$ cat src/rtl/pipe_pkg.sv
// Shared pipeline-control constants: register address width, forwarding
// select encodings and hazard FSM state encodings.
package pipe_pkg;

  localparam int unsigned REG_ADDR_W = 5;
  localparam int unsigned FWD_SEL_W  = 2;

  localparam logic [FWD_SEL_W-1:0] FWD_REGFILE = 2'd0;
  localparam logic [FWD_SEL_W-1:0] FWD_MEM     = 2'd1;
  localparam logic [FWD_SEL_W-1:0] FWD_WB      = 2'd2;

  localparam logic [1:0] HZ_IDLE  = 2'd0;
  localparam logic [1:0] HZ_STALL = 2'd1;
  localparam logic [1:0] HZ_FLUSH = 2'd2;

  // r0 is hardwired zero, so it never takes part in a dependency
  function automatic logic addr_match(input logic [REG_ADDR_W-1:0] a,
                                      input logic [REG_ADDR_W-1:0] b);
    return (a != '0) && (a == b);
  endfunction

endpackage

$ cat src/rtl/fwd_select.sv
// Forwarding source select for one EX-stage operand; MEM result beats WB data.
module fwd_select
  import pipe_pkg::*;
(
  input  logic [REG_ADDR_W-1:0] i_src_addr,
  input  logic                  i_mem_we,
  input  logic [REG_ADDR_W-1:0] i_mem_addr,
  input  logic                  i_wb_we,
  input  logic [REG_ADDR_W-1:0] i_wb_addr,
  output logic [FWD_SEL_W-1:0]  o_sel
);

  always_comb begin
    o_sel = FWD_REGFILE;
    if (i_mem_we && addr_match(i_mem_addr, i_src_addr)) begin
      o_sel = FWD_MEM;
    end else if (i_wb_we && addr_match(i_wb_addr, i_src_addr)) begin
      o_sel = FWD_WB;
    end
  end

endmodule

$ cat src/rtl/hazard_unit.sv
// Pipeline hazard control: load-use stall, branch flush sequencing,
// EX operand forwarding selects and saturating stall/flush event counters.
module hazard_unit
  import pipe_pkg::*;
#(
  parameter int unsigned FLUSH_CYCLES = 1,
  parameter int unsigned CNT_W        = 16
) (
  input  logic                  clock,
  input  logic                  reset,
  input  logic [REG_ADDR_W-1:0] id_ra_addr,
  input  logic [REG_ADDR_W-1:0] id_rt_addr,
  input  logic                  id_uses_ra,
  input  logic                  id_uses_rt,
  input  logic [REG_ADDR_W-1:0] ex_write_reg_addr,
  input  logic                  ex_do_reg_write,
  input  logic                  ex_do_dm_read,
  input  logic [REG_ADDR_W-1:0] ex_ra_addr,
  input  logic [REG_ADDR_W-1:0] ex_rt_addr,
  input  logic [REG_ADDR_W-1:0] mem_write_reg_addr,
  input  logic                  mem_do_reg_write,
  input  logic [REG_ADDR_W-1:0] wb_write_reg_addr,
  input  logic                  wb_do_reg_write,
  input  logic                  ex_branch_taken,
  input  logic                  cnt_clear,
  output logic                  do_hazard,
  output logic                  do_flush_REG1,
  output logic [FWD_SEL_W-1:0]  fwd_ra_sel,
  output logic [FWD_SEL_W-1:0]  fwd_rt_sel,
  output logic [CNT_W-1:0]      stall_count,
  output logic [CNT_W-1:0]      flush_count
);

  localparam int unsigned       FCNT_W    = 2;
  localparam logic [FCNT_W-1:0] FCNT_LOAD = FCNT_W'(FLUSH_CYCLES - 1);
  // A single-cycle flush is fully covered by the combinational branch term
  localparam logic [1:0]        BR_NEXT   = (FLUSH_CYCLES > 1) ? HZ_FLUSH : HZ_IDLE;
  localparam logic [CNT_W-1:0]  CNT_MAX   = '1;

  logic [1:0]        r_state;
  logic [1:0]        w_state_nxt;
  logic [FCNT_W-1:0] r_fcnt;
  logic [FCNT_W-1:0] w_fcnt_nxt;
  logic [CNT_W-1:0]  r_stall_count;
  logic [CNT_W-1:0]  r_flush_count;
  logic              w_load_use;
  logic              w_flush;
  logic              w_hazard;

  fwd_select u_fwd_ra (
    .i_src_addr (ex_ra_addr),
    .i_mem_we   (mem_do_reg_write),
    .i_mem_addr (mem_write_reg_addr),
    .i_wb_we    (wb_do_reg_write),
    .i_wb_addr  (wb_write_reg_addr),
    .o_sel      (fwd_ra_sel)
  );

  fwd_select u_fwd_rt (
    .i_src_addr (ex_rt_addr),
    .i_mem_we   (mem_do_reg_write),
    .i_mem_addr (mem_write_reg_addr),
    .i_wb_we    (wb_do_reg_write),
    .i_wb_addr  (wb_write_reg_addr),
    .o_sel      (fwd_rt_sel)
  );

  always_comb begin
    w_load_use = ex_do_dm_read && ex_do_reg_write &&
                 ((id_uses_ra && addr_match(ex_write_reg_addr, id_ra_addr)) ||
                  (id_uses_rt && addr_match(ex_write_reg_addr, id_rt_addr)));
    w_flush    = ex_branch_taken || (r_state == HZ_FLUSH);
    // The REG1 instruction is on the wrong path when flushing, so never stall it
    w_hazard   = w_load_use && (r_state == HZ_IDLE) && !w_flush;
  end

  assign do_hazard     = w_hazard;
  assign do_flush_REG1 = w_flush;
  assign stall_count   = r_stall_count;
  assign flush_count   = r_flush_count;

  always_comb begin
    w_state_nxt = r_state;
    w_fcnt_nxt  = r_fcnt;
    if (ex_branch_taken) begin
      w_state_nxt = BR_NEXT;
      w_fcnt_nxt  = FCNT_LOAD;
    end else begin
      case (r_state)
        HZ_IDLE: begin
          if (w_load_use) w_state_nxt = HZ_STALL;
        end
        HZ_STALL: begin
          w_state_nxt = HZ_IDLE;
        end
        HZ_FLUSH: begin
          if (r_fcnt <= FCNT_W'(1)) begin
            w_state_nxt = HZ_IDLE;
            w_fcnt_nxt  = '0;
          end else begin
            w_fcnt_nxt  = r_fcnt - FCNT_W'(1);
          end
        end
        default: begin
          w_state_nxt = HZ_IDLE;
          w_fcnt_nxt  = '0;
        end
      endcase
    end
  end

  always_ff @(negedge clock or negedge reset) begin
    if (!reset) begin
      r_state <= HZ_IDLE;
      r_fcnt  <= '0;
    end else begin
      r_state <= w_state_nxt;
      r_fcnt  <= w_fcnt_nxt;
    end
  end

  // Event counters: clear beats increment, both saturate at all-ones
  always_ff @(negedge clock or negedge reset) begin
    if (!reset) begin
      r_stall_count <= '0;
      r_flush_count <= '0;
    end else if (cnt_clear) begin
      r_stall_count <= '0;
      r_flush_count <= '0;
    end else begin
      if (w_hazard && (r_stall_count != CNT_MAX)) begin
        r_stall_count <= r_stall_count + CNT_W'(1);
      end
      if (w_flush && (r_flush_count != CNT_MAX)) begin
        r_flush_count <= r_flush_count + CNT_W'(1);
      end
    end
  end

endmodule

$ cat config.mk
export PLATFORM = sky130hd
export DESIGN_NAME = hazard_unit
export DESIGN_NICKNAME = d
export VERILOG_FILES = /design/src/rtl/pipe_pkg.sv /design/src/rtl/fwd_select.sv /design/src/rtl/hazard_unit.sv
export SDC_FILE = /design/constraint.sdc
export NUM_CORES = 1
export LEC_CHECK = 0
export BUFFER_PORTS_ARGS = -buffer_cell sky130_fd_sc_hd__buf_4
export CAP_MARGIN = 5
export CORE_UTILIZATION = 55
export CTS_BUF_LIST = sky130_fd_sc_hd__clkbuf_8
export CTS_CLUSTER_DIAMETER = 80
export DETAILED_ROUTE_END_ITERATION = 10
export GPL_ROUTABILITY_DRIVEN = 0
export MAX_ROUTING_LAYER = met4
export PLACE_DENSITY = 0.84
export RECOVER_POWER = 50
export SETUP_SLACK_MARGIN = 0.1
export SYNTH_ARGS = -nofsm -noshare
export SYNTH_HDL_FRONTEND = slang
export SYNTH_HIERARCHICAL = 1
export SYNTH_SLANG_ARGS = --single-unit
$ cat constraint.sdc
create_clock -name clock -period 4.3 [get_ports clock]
set_clock_uncertainty 0.1 [all_clocks]
set_input_delay 0.43 -clock clock [delete_from_list [all_inputs] [get_ports clock]]
set_output_delay 0.43 -clock clock [all_outputs]
set_load 0.01 [all_outputs]
# Word level (Yosys, flattened, before mapping)
# Index checks and enable logic that the tools add are counted.
# op_classes
addsub	3
mul	0
div_mod_pow	0
n_lt_le_gt_ge	1
eq_ne	13
n_shift	0
n_mux	15
bitwise_logic	0
reduce_logical	29
# op_table
operator	n
$mux W16	4
$add A16 B1 Y16 const B	2
$ne A16 B16 Y1 const B	2
$eq A5 B5 Y1	6
$logic_and A1 B1 Y1	18
$mux W2	9
$reduce_bool A5 Y1	3
$pmux W2 S2	2
$reduce_bool A2 Y1	2
$ne A3 B2 Y1 const B	1
$ne A3 B3 Y1 const B	1
$eq A2 B1 Y1 const B	1
$eq A2 B2 Y1 const B	1
$le A2 B1 Y1 const B	1
$logic_not A2 Y1	1
$logic_or A1 B1 Y1	2
$ne A2 B1 Y1 const B	1
$reduce_and A2 Y1	1
$reduce_or A2 Y1	1
$sub A2 B1 Y2 const B	1
$logic_not A1 Y1	1
# word_totals
regBits	36
latchBits	0
ramBits	0
rom_bits	0
input_bits	45
out_inout_bits	38
memories	0

# Longest topological paths before layout
# Gate-level depths: netlist (run 1).
# depth
ltp_word	10
mapped_depth	7

# Cells and area by module
# The synthesis (run 1) kept the hierarchy.
# by_module_without_submodules
mod	n_inst	cells_per_inst	area_per_inst_um2	seq_area_each_um2
hazard_unit	1	215	2047.0	825.8
fwd_select	2	20	151.4	0.0

==> qor.yml, run 1 <==
synth_area_leader_cell: "dfrtn_1"
mappedNetlistArea_um2: 2350
diodes: 0
placementRows: 23
synth-seq-area-share: 0.351
slew_headroom: -0.171
cp_slowest_cell: "dfrtn_1"
path_clk_slew_ns: 0.05
netlist_instances: 255
cts_root_buf: "clkbuf_8"
area_growth_pct: 33.0
peakVddDrop_v: 0.000189
final_cell_mix: "buf_4 (77), nor2_1 (33), dfrtn_1 (33)"
cts_resized: 0
leakagePower_nw: 1.35
grt_pass1_wl_um: 9250
cts_buffers: 5
io_pins: 83
ys_warn_count: 6
cts_sinks: 33
die_h_um: 67.4
finalHoldViolCount: 0
synthFlopType: "dfrtn_1"
cap_viol_max_count: 1
design_area_um2: 3120
failed_checks: "capacitance limit, slew limit"
die_area_um2: 4540
initial_core_util: 0.579
drive_gt1_frac: 0.294
end_kind: "output port"
worst_slew_pin_slew_ns: 1.76
ff_latch_area_um2: 826
finalSetupTns_ns: 0
setup_viol: 0
ant_nets: 0
outcome: "finished, violations left"
crit_chain: "nand4bb_1 > a21o_1 > clkbuf_1 > nor2_1 > buf_4"
first_pass_iters: 4
die_w_um: 67.4
vias: 2242
cpPeakStageDelay_ns: 0.32
synth_top_cells_by_area: "dfrtn_1 (35%), xor2_1 (7.8%), xnor2_1 (7.1%)"
cp_max_fo: 4
yosysUniqueCellTypes: 47
synth_seq_cells: 33
synth_top_cell_area_share: 0.351
p_per_area_nw_per_um2: 234
grt_usage: 0.279
via_per_inst: 5.70
drtIter0Drc: 83
drc_errors: 0
htree_levels: 2
path_class: "reg -> out"
postCtsHoldBufs: 0
async_flop_share: 1.00
synth_edf_count: 0
routed_wl_um: 5740
syn_nets: 302
drv_slew: 34
worst_ep_arrival_time_ns: 3.55
multi_input_area_um2: 1480
wl_per_cell_um: 14.6
cts_setup_buffers: 0
cts_tree: "done"
nFillCells: 303
nets: 389
dp_hpwl_um: 4350
overflow: 0
dpl-instance-area_um2: 3060
grt_max_degree: 42
hold_class: "reg -> reg"
coreArea_um2: 4060
cp-start-kind: "flop"
port_buffers: 82
clock_path_buffers: 2
required_ns: 3.77
final_common_cell: "buf_4"
worstSkewPairLatency_ns: 0.30
syn_avg_cell_area_um2: 9.21
grt_pass1_vias: 2065
antenna_found_initial: 0
finalPower_w: 0.000730
rsz0062_at_grt: "no"
-- report_power, final --
group	switching, W	internal, W	total, W
combinational	0.0000549	0.0000542	0.000109
clock	0.000131	0.000173	0.000304
sequential	0.00000301	0.000314	0.000317
total	0.000189	0.000542	0.000730
-- area by class of cell --
class                           instances  share of cell area
Clock buffer                            5              0.0220
Clock inverter                          3              0.0148
Inverter                                2             0.00240
Multi-Input combinational cell        213               0.474
Sequential cell                        33               0.264
Tap cell                               50              0.0200
Timing Repair Buffer                   87               0.202
-- critical path: cells and delay by family, from the launching register on --
kind                   cells  cell delay [ns]
and+or+nand+nor            2             0.34
DFF                        1             0.32
buffers and inverters      2             0.25
AOI/OAI and AO/OA          1             0.20
-- synth_stat cells, types with 2 or more instances --
library cell	number
mux2_1	6
nand2_1	13
nor2_1	33
nor4_2	3
nor2b_1	7
o2111ai_1	2
and4_1	2
nand2b_1	3
or4_1	8
o21ai_2	2
o41ai_2	2
dfrtn_1	33
nor3_2	2
nor4b_2	2
a211oi_2	2
nor3_1	8
ha_1	2
inv_1	2
xor2_1	21
o31ai_1	8
a21oi_1	12
nand3_1	16
or3_1	4
o21ai_0	2
xnor2_1	19
clkbuf_1	3
nor3b_1	2
and3_1	3
nand4_1	9
nor4_1	5
a211oi_1	2
mux2i_1	2
-- final timing paths --
check                                      from               to  slack, ns  depth (start not counted)
worst max-delay path                 r_state[0]        do_hazard       0.22                          5
worst min-delay path            stall_count[10]  stall_count[10]       0.43                          2
worst max register to register   flush_count[0]   flush_count[9]       1.79                          6
worst min register to register  stall_count[10]  stall_count[10]       0.43                          2
max in group asynchronous                 reset  stall_count[12]       0.55                          1
min in group asynchronous                 reset   stall_count[2]       2.51                          1
-- kinds of logic (layout without fill, tap and decap cells) --
| family | after synthesis | count (layout) | synth area share |
|---|---|---|---|
| and+or+nand+nor | 124 | 124 | 0.301 |
| xor gates and xnor gates | 40 | 40 | 0.149 |
| AOI/OAI and AO/OA | 38 | 38 | 0.124 |
| DFF | 33 | 33 | 0.351 |
| muxes | 9 | 9 | 0.0437 |
| buffers and inverters | 9 | 97 | 0.0197 |
| adders and majority gates | 2 | 2 | 0.0106 |
-- per-layer routing --
layer  track usage  up-vias  part of all wire
met1         0.332     1051              0.42
li1              -     1115                 -
met2         0.476       66              0.51
met3        0.0524       10             0.051
met4        0.0798        0             0.017
met5             -        -                 0
-- metrics by stage --
stage / util / setup slack [ns] / cells / hold slack (ns)
after global routing: 0.770 / 0.104 / 393 / 0.456
after floorplan: - / 0.0858 / 255 / 0.419
after detailed placement: 0.753 / -0.0930 / 385 / 0.421
after global placement: 0.753 / -0.0612 / 385 / 0.403
final: 0.770 / 0.219 / 393 / 0.426
after CTS: 0.782 / 0.201 / 393 / 0.425
-- registers in the layout, summed over array words and instances (netlist names) --
name,count
flush_count,16
r_state,1
stall_count,16
(Power assumes the default switching activity.)
==> inputs of run 2 (changes only) <==
--- a/config.mk
+++ b/config.mk
@@ -8,8 +8,9 @@
 export BUFFER_PORTS_ARGS = -buffer_cell sky130_fd_sc_hd__buf_4
 export CAP_MARGIN = 5
 export CORE_UTILIZATION = 55
-export CTS_BUF_LIST = sky130_fd_sc_hd__clkbuf_8
+export CTS_BUF_LIST = sky130_fd_sc_hd__clkbuf_4
 export CTS_CLUSTER_DIAMETER = 80
+export CTS_CLUSTER_SIZE = 30
 export DETAILED_ROUTE_END_ITERATION = 10
 export GPL_ROUTABILITY_DRIVEN = 0
 export MAX_ROUTING_LAYER = met4
==> run 2 against run 1 <==
  * The flow still finishes with violations (capacitance limit, slew limit)
  * Final cell count stayed put
  * Sequential power hardly changed
  * Critical path depth unchanged
  * Wire length increased by 1.8%
  * Via count increased by 1.3%
  * Largest cell class unchanged
  * Worst hold slack better by 0.0012 ns
  * Sequential share of layout area barely moved
  * Critical path type unchanged
  * Count of clock-buffer cells in the layout did not move
  * Setup slack got worse by 0.038 ns
  * Combinational power about the same
  * Register-to-register slack worse by 0.03 ns
  * Critical endpoint unchanged
  * Clock power decreased by 20%
==> qor.yml, run 2 (same netlist as run 1, synthesis figures left out) <==
outcome: "finished, violations left"
failed_checks: "capacitance limit, slew limit"
finalSetupTns_ns: 0  # unchanged
reg2reg_depth: 6  # unchanged
coreArea_um2: 4060  # unchanged
overflow: 0  # unchanged
area_growth_pct: 32.7
ant_nets: 0  # unchanged
drtIter0Drc: 84  # +1.2%
fin_cells: 393  # unchanged
grt_max_degree: 42  # unchanged
diodes: 0  # unchanged
nets: 389  # unchanged
drive_gt1_frac: 0.306  # +0.0117
cp_max_fo: 4  # unchanged
leakagePower_nw: 1.35  # -0.18%
worst_slew_pin_slew_ns: 1.74  # -0.0156 ns
met3_usage: 0.0524  # unchanged
ff2ff_setup_slack_ns: 1.76  # -0.03 ns
clock_path_buffers: 2  # unchanged
busiest_layer: "met2"
dpl-instance-area_um2: 3060  # unchanged
peakVddDrop_v: 0.000182  # -4.1%
cts_tree: "done"
cts_root_buf: "clkbuf_4"
r2r-start: "flush_count[0]"
wl_per_cell_um: 14.9  # +1.8%
ff_latch_area_um2: 826  # unchanged
finalHoldViolCount: 0  # unchanged
cts_sinks: 33  # unchanged
path_class: "reg -> out"
io_pins: 83  # unchanged
required_ns: 3.77  # about the same
die_w_um: 67.4  # unchanged
final_common_cell: "buf_4"
worst_ep_arrival_time_ns: 3.59  # +0.04 ns
hold_class: "reg -> reg"
die_h_um: 67.4  # unchanged
grt_pass1_vias: 2060  # -0.24%
initial_core_util: 0.579  # unchanged
grt_usage: 0.278  # about the same
cp-start-kind: "flop"
whs_ns: 0.427  # +0.00122 ns
grt_pass1_wl_um: 9240  # about the same
die_area_um2: 4540  # unchanged
multi_input_area_um2: 1500  # +1.3%
p_per_area_nw_per_um2: 215  # -7.8%
fin_util: 0.769  # -0.00123
cap_viol_max_count: 1  # unchanged
htree_levels: 2  # unchanged
placementRows: 23  # unchanged
slew_headroom: -0.161  # +0.0104
reg2reg_to: "flush_count[9]"
routed_wl_um: 5840  # +1.8%
nFillCells: 310  # +2.3%
crit_path_end: "do_hazard"
setup_viol: 0  # unchanged
drc_errors: 0  # unchanged
path_clk_slew_ns: 0.08  # +0.03 ns
cts_setup_buffers: 0  # unchanged
cts_buffers: 5  # unchanged
grt_use_met1: 0.333  # +0.000351
critPathLaunch: "r_state[0]"
rsz0062_at_grt: "no"
dpl.cell_count: 385  # unchanged
end_kind: "output port"
drv_slew: 34  # unchanged
postCtsHoldBufs: 0  # unchanged
first_pass_iters: 4  # unchanged
worstSkewPairLatency_ns: 0.33  # +0.03 ns
port_buffers: 82  # unchanged
via_per_inst: 5.78  # +1.3%
vias: 2272  # +1.3%
grtUsageMet2: 0.465  # -0.0112
cts_resized: 0  # unchanged
final_cell_mix: "buf_4 (79), dfrtn_1 (33), nor2_1 (32)"
dp_hpwl_um: 4350  # unchanged
design_area_um2: 3120  # -0.16%
antenna_found_initial: 0  # unchanged
[run 2: cell count changes in the layout (fill, tap and decap cells not counted), sizes merged]
cell	change
buf	+2
clkbuf	-2
[run 2: power by group]
group | internal (W) | total, W | switching, W
sequential | 0.000314 | 0.000317 | 0.00000307
clock | 0.000123 | 0.000244 | 0.000121
combinational | 0.0000550 | 0.000111 | 0.0000559
[run 2: final cells by class]
cell class / instances / area share
Tap cell: 50 / 0.0201
Multi-Input combinational cell: 213 / 0.481
Clock buffer: 5 / 0.0120
Inverter: 2 / 0.00241
Timing Repair Buffer: 87 / 0.205
Clock inverter: 3 / 0.0148
Sequential cell: 33 / 0.265
[run 2: how the worst min path moves through the flow]
| stage | slack [ns] | end | depth (start not counted) | start |
|---|---|---|---|---|
| floorplan | 0.42 | flush_count[15] | 2 | flush_count[15] |
| global placement | 0.40 | flush_count[15] | 2 | flush_count[15] |
| detailed placement | 0.42 | flush_count[15] | 2 | flush_count[15] |
| CTS | 0.43 | flush_count[15] | 2 | flush_count[15] |
| global route | 0.45 | flush_count[15] | 2 | flush_count[15] |
| finish | 0.43 | stall_count[10] | 2 | stall_count[10] |
[run 2: worst max-delay path, cell delays in order (launching register included)]
cell and delay [ns]:
dfrtn_1 0.34, nand4bb_4 0.23, a21o_1 0.18, clkbuf_1 0.13
nor2_2 0.11, buf_4 0.12
[run 2: stage by stage]
step | setup slack [ns] | power [W]
floorplan | 0.0858 | 0.000371
global placement | -0.0612 | 0.000432
detailed placement | -0.0930 | 0.000435
CTS | 0.152 | 0.000680
global route | 0.111 | 0.000702
finish | 0.182 | 0.000672
[run 2: layer usage]
layer / vias to the layer above / share of wire
li1: 1120 / -
met1: 1064 / 0.41
met2: 75 / 0.51
met3: 13 / 0.063
met4: 0 / 0.021
met5: - / 0
==> inputs of run 3 (changes only) <==
--- a/config.mk
+++ b/config.mk
@@ -7,14 +7,14 @@
 export LEC_CHECK = 0
 export BUFFER_PORTS_ARGS = -buffer_cell sky130_fd_sc_hd__buf_4
 export CAP_MARGIN = 5
-export CORE_UTILIZATION = 55
+export CORE_UTILIZATION = 52
 export CTS_BUF_LIST = sky130_fd_sc_hd__clkbuf_4
 export CTS_CLUSTER_DIAMETER = 80
 export CTS_CLUSTER_SIZE = 30
 export DETAILED_ROUTE_END_ITERATION = 10
 export GPL_ROUTABILITY_DRIVEN = 0
 export MAX_ROUTING_LAYER = met4
-export PLACE_DENSITY = 0.84
+export PLACE_DENSITY = 0.8
 export RECOVER_POWER = 50
 export SETUP_SLACK_MARGIN = 0.1
 export SYNTH_ARGS = -nofsm -noshare
==> constraint.sdc (replaced) <==
create_clock -name clock -period 4.49 [get_ports clock]
set_clock_uncertainty 0.1 [all_clocks]
set_input_delay 0.449 -clock clock [delete_from_list [all_inputs] [get_ports clock]]
set_output_delay 0.449 -clock clock [all_outputs]
set_load 0.01 [all_outputs]
==> run 3 against run 2 <==
  * The flow still finishes with violations (capacitance limit, slew limit)
  * Setup slack improved by 0.057 ns
  * Final cell count increased by 0.51%
  * Clock power decreased by 9.4%
  * Die area is 5.6% higher
  * Design area fell by 1.5%
  * Largest cell class unchanged
  * Combinational power decreased by 7%
  * Wire length decreased by 3.3%
  * Critical endpoint is now stall_count[8]
==> qor.yml, run 3 (same netlist as run 1, synthesis figures left out) <==
dpl.cell_count: 387  # +0.52%
path_class: "in -> reg"
failed_checks: "capacitance limit, slew limit"
finalPower_w: 0.000628  # -6.5%
drc_errors: 0  # unchanged
finalHoldViolCount: 0  # unchanged
cts_root_buf: "clkbuf_4"
cts_setup_buffers: 0  # unchanged
dp_hpwl_um: 4360  # +0.13%
drtIter0Drc: 157  # +87%
antenna_found_initial: 0  # unchanged
cts_buffers: 5  # unchanged
rsz0062_at_grt: "no"
final_common_cell: "buf_4"
finalSetupTns_ns: 0  # unchanged
io_pins: 83  # unchanged
end_kind: "flop"
fin_cells: 395  # +0.51%
drv_slew: 34  # unchanged
grt_pass1_wl_um: 9560  # +3.4%
leakagePower_nw: 1.31  # -3.1%
cap_viol_max_count: 1  # unchanged
htree_levels: 2  # unchanged
first_pass_iters: 4  # unchanged
initial_core_util: 0.540  # -0.0394
setup_viol: 0  # unchanged
grt_usage: 0.248  # -0.0304
worstSkewPairLatency_ns: 0.32  # about the same
postCtsHoldBufs: 0  # unchanged
cts_resized: 0  # unchanged
p_per_area_nw_per_um2: 204  # -5.1%
overflow: 0  # unchanged
coreArea_um2: 4350  # +7.3%
vias: 2257  # -0.66%
clock_path_buffers: 2  # unchanged
outcome: "finished, violations left"
grt_max_degree: 42  # unchanged
cp_max_fo: 26  # +22
worst_slew_pin_slew_ns: 1.72  # -0.0162 ns
cts_tree: "done"
path_clk_slew_ns: 0.07  # about the same
die_area_um2: 4790  # +5.6%
drive_gt1_frac: 0.292  # -0.0146
peakVddDrop_v: 0.000240  # +32%
final_cell_mix: "buf_4 (77), nor2_1 (33), dfrtn_1 (33)"
placementRows: 24  # +4.3%
via_per_inst: 5.71  # -1.2%
routed_wl_um: 5650  # -3.3%
slew_headroom: -0.150  # +0.0108
fin_util: 0.706  # -0.0630
nets: 389  # unchanged
cts_sinks: 33  # unchanged
required_ns: 2.31  # -1.46 ns
ant_nets: 0  # unchanged
port_buffers: 82  # unchanged
wl_per_cell_um: 14.3  # -3.7%
grt_pass1_vias: 2196  # +6.6%
hold_class: "reg -> reg"
die_w_um: 69.2  # +2.8%
worst_ep_arrival_time_ns: 2.07  # -1.52 ns
cp-start-kind: "input port"
diodes: 0  # unchanged
die_h_um: 69.2  # +2.8%
area_growth_pct: 30.8
==> run 3: changes by cell type in the layout (fill, tap and decap cells not counted), sizes merged <==
cell / previous run / this run
buf: 80 / 78
clkbuf: 12 / 15
clkinvlp: 1 / 0
==> run 3: final timing paths <==
kind / from / end / slack [ns] / cells after the start
hold / removal: flush_count[15] / flush_count[15] / 0.40 / 2
hold reg to reg: flush_count[15] / flush_count[15] / 0.40 / 2
min in group asynchronous: reset / flush_count[13] / 2.59 / 1
setup / recovery: ex_write_reg_addr[2] / stall_count[8] / 0.24 / 7
max in group asynchronous: reset / stall_count[10] / 0.68 / 1
setup reg to reg: flush_count[0] / flush_count[9] / 2.00 / 6
==> run 3: metal layers <==
metal,up-vias,share of wire,global-route usage
met3,4,0.047,0.0538
met5,-,0,-
met4,0,0.0062,0.0431
met1,1072,0.42,0.294
li1,1114,-,-
met2,67,0.53,0.437
==> run 3: report_power, final <==
part	leakage (nW)	switching [W]	total, W	internal [W]
Clock	0.0433	0.0000993	0.000221	0.000122
Sequential	0.460	0.00000303	0.000304	0.000301
Combinational	0.803	0.0000521	0.000103	0.0000511
==> run 3: final cells by class <==
class | instances | area [µm²]
fillers | 370 | 1280
multi-input cells | 213 | 1460
flip-flops and latches | 33 | 826
well taps | 52 | 65.1
clock buffers | 6 | 45.0
inverters | 2 | 7.51
repair buffers | 87 | 632
clock inverters | 2 | 33.8
==> run 3: metrics by stage <==
| step | worst slack, ns | cell area (µm²) | hold slack, ns |
|---|---|---|---|
| CTS | 0.243 | 3120 | 0.404 |
| global route | 0.177 | 3070 | 0.452 |
| floorplan | 0.144 | 2350 | 0.419 |
| finish | 0.238 | 3070 | 0.401 |
| detailed placement | -0.0894 | 3040 | 0.398 |
| global placement | 0.00161 | 3040 | 0.392 |
==> run 3: critical path, cell delays in order <==
cell     delay, ns
buf_4         0.12
xor2_1        0.16
nor4_2        0.31
a32oi_2       0.18
buf_12        0.19
nor4b_2       0.29
mux2_1        0.36
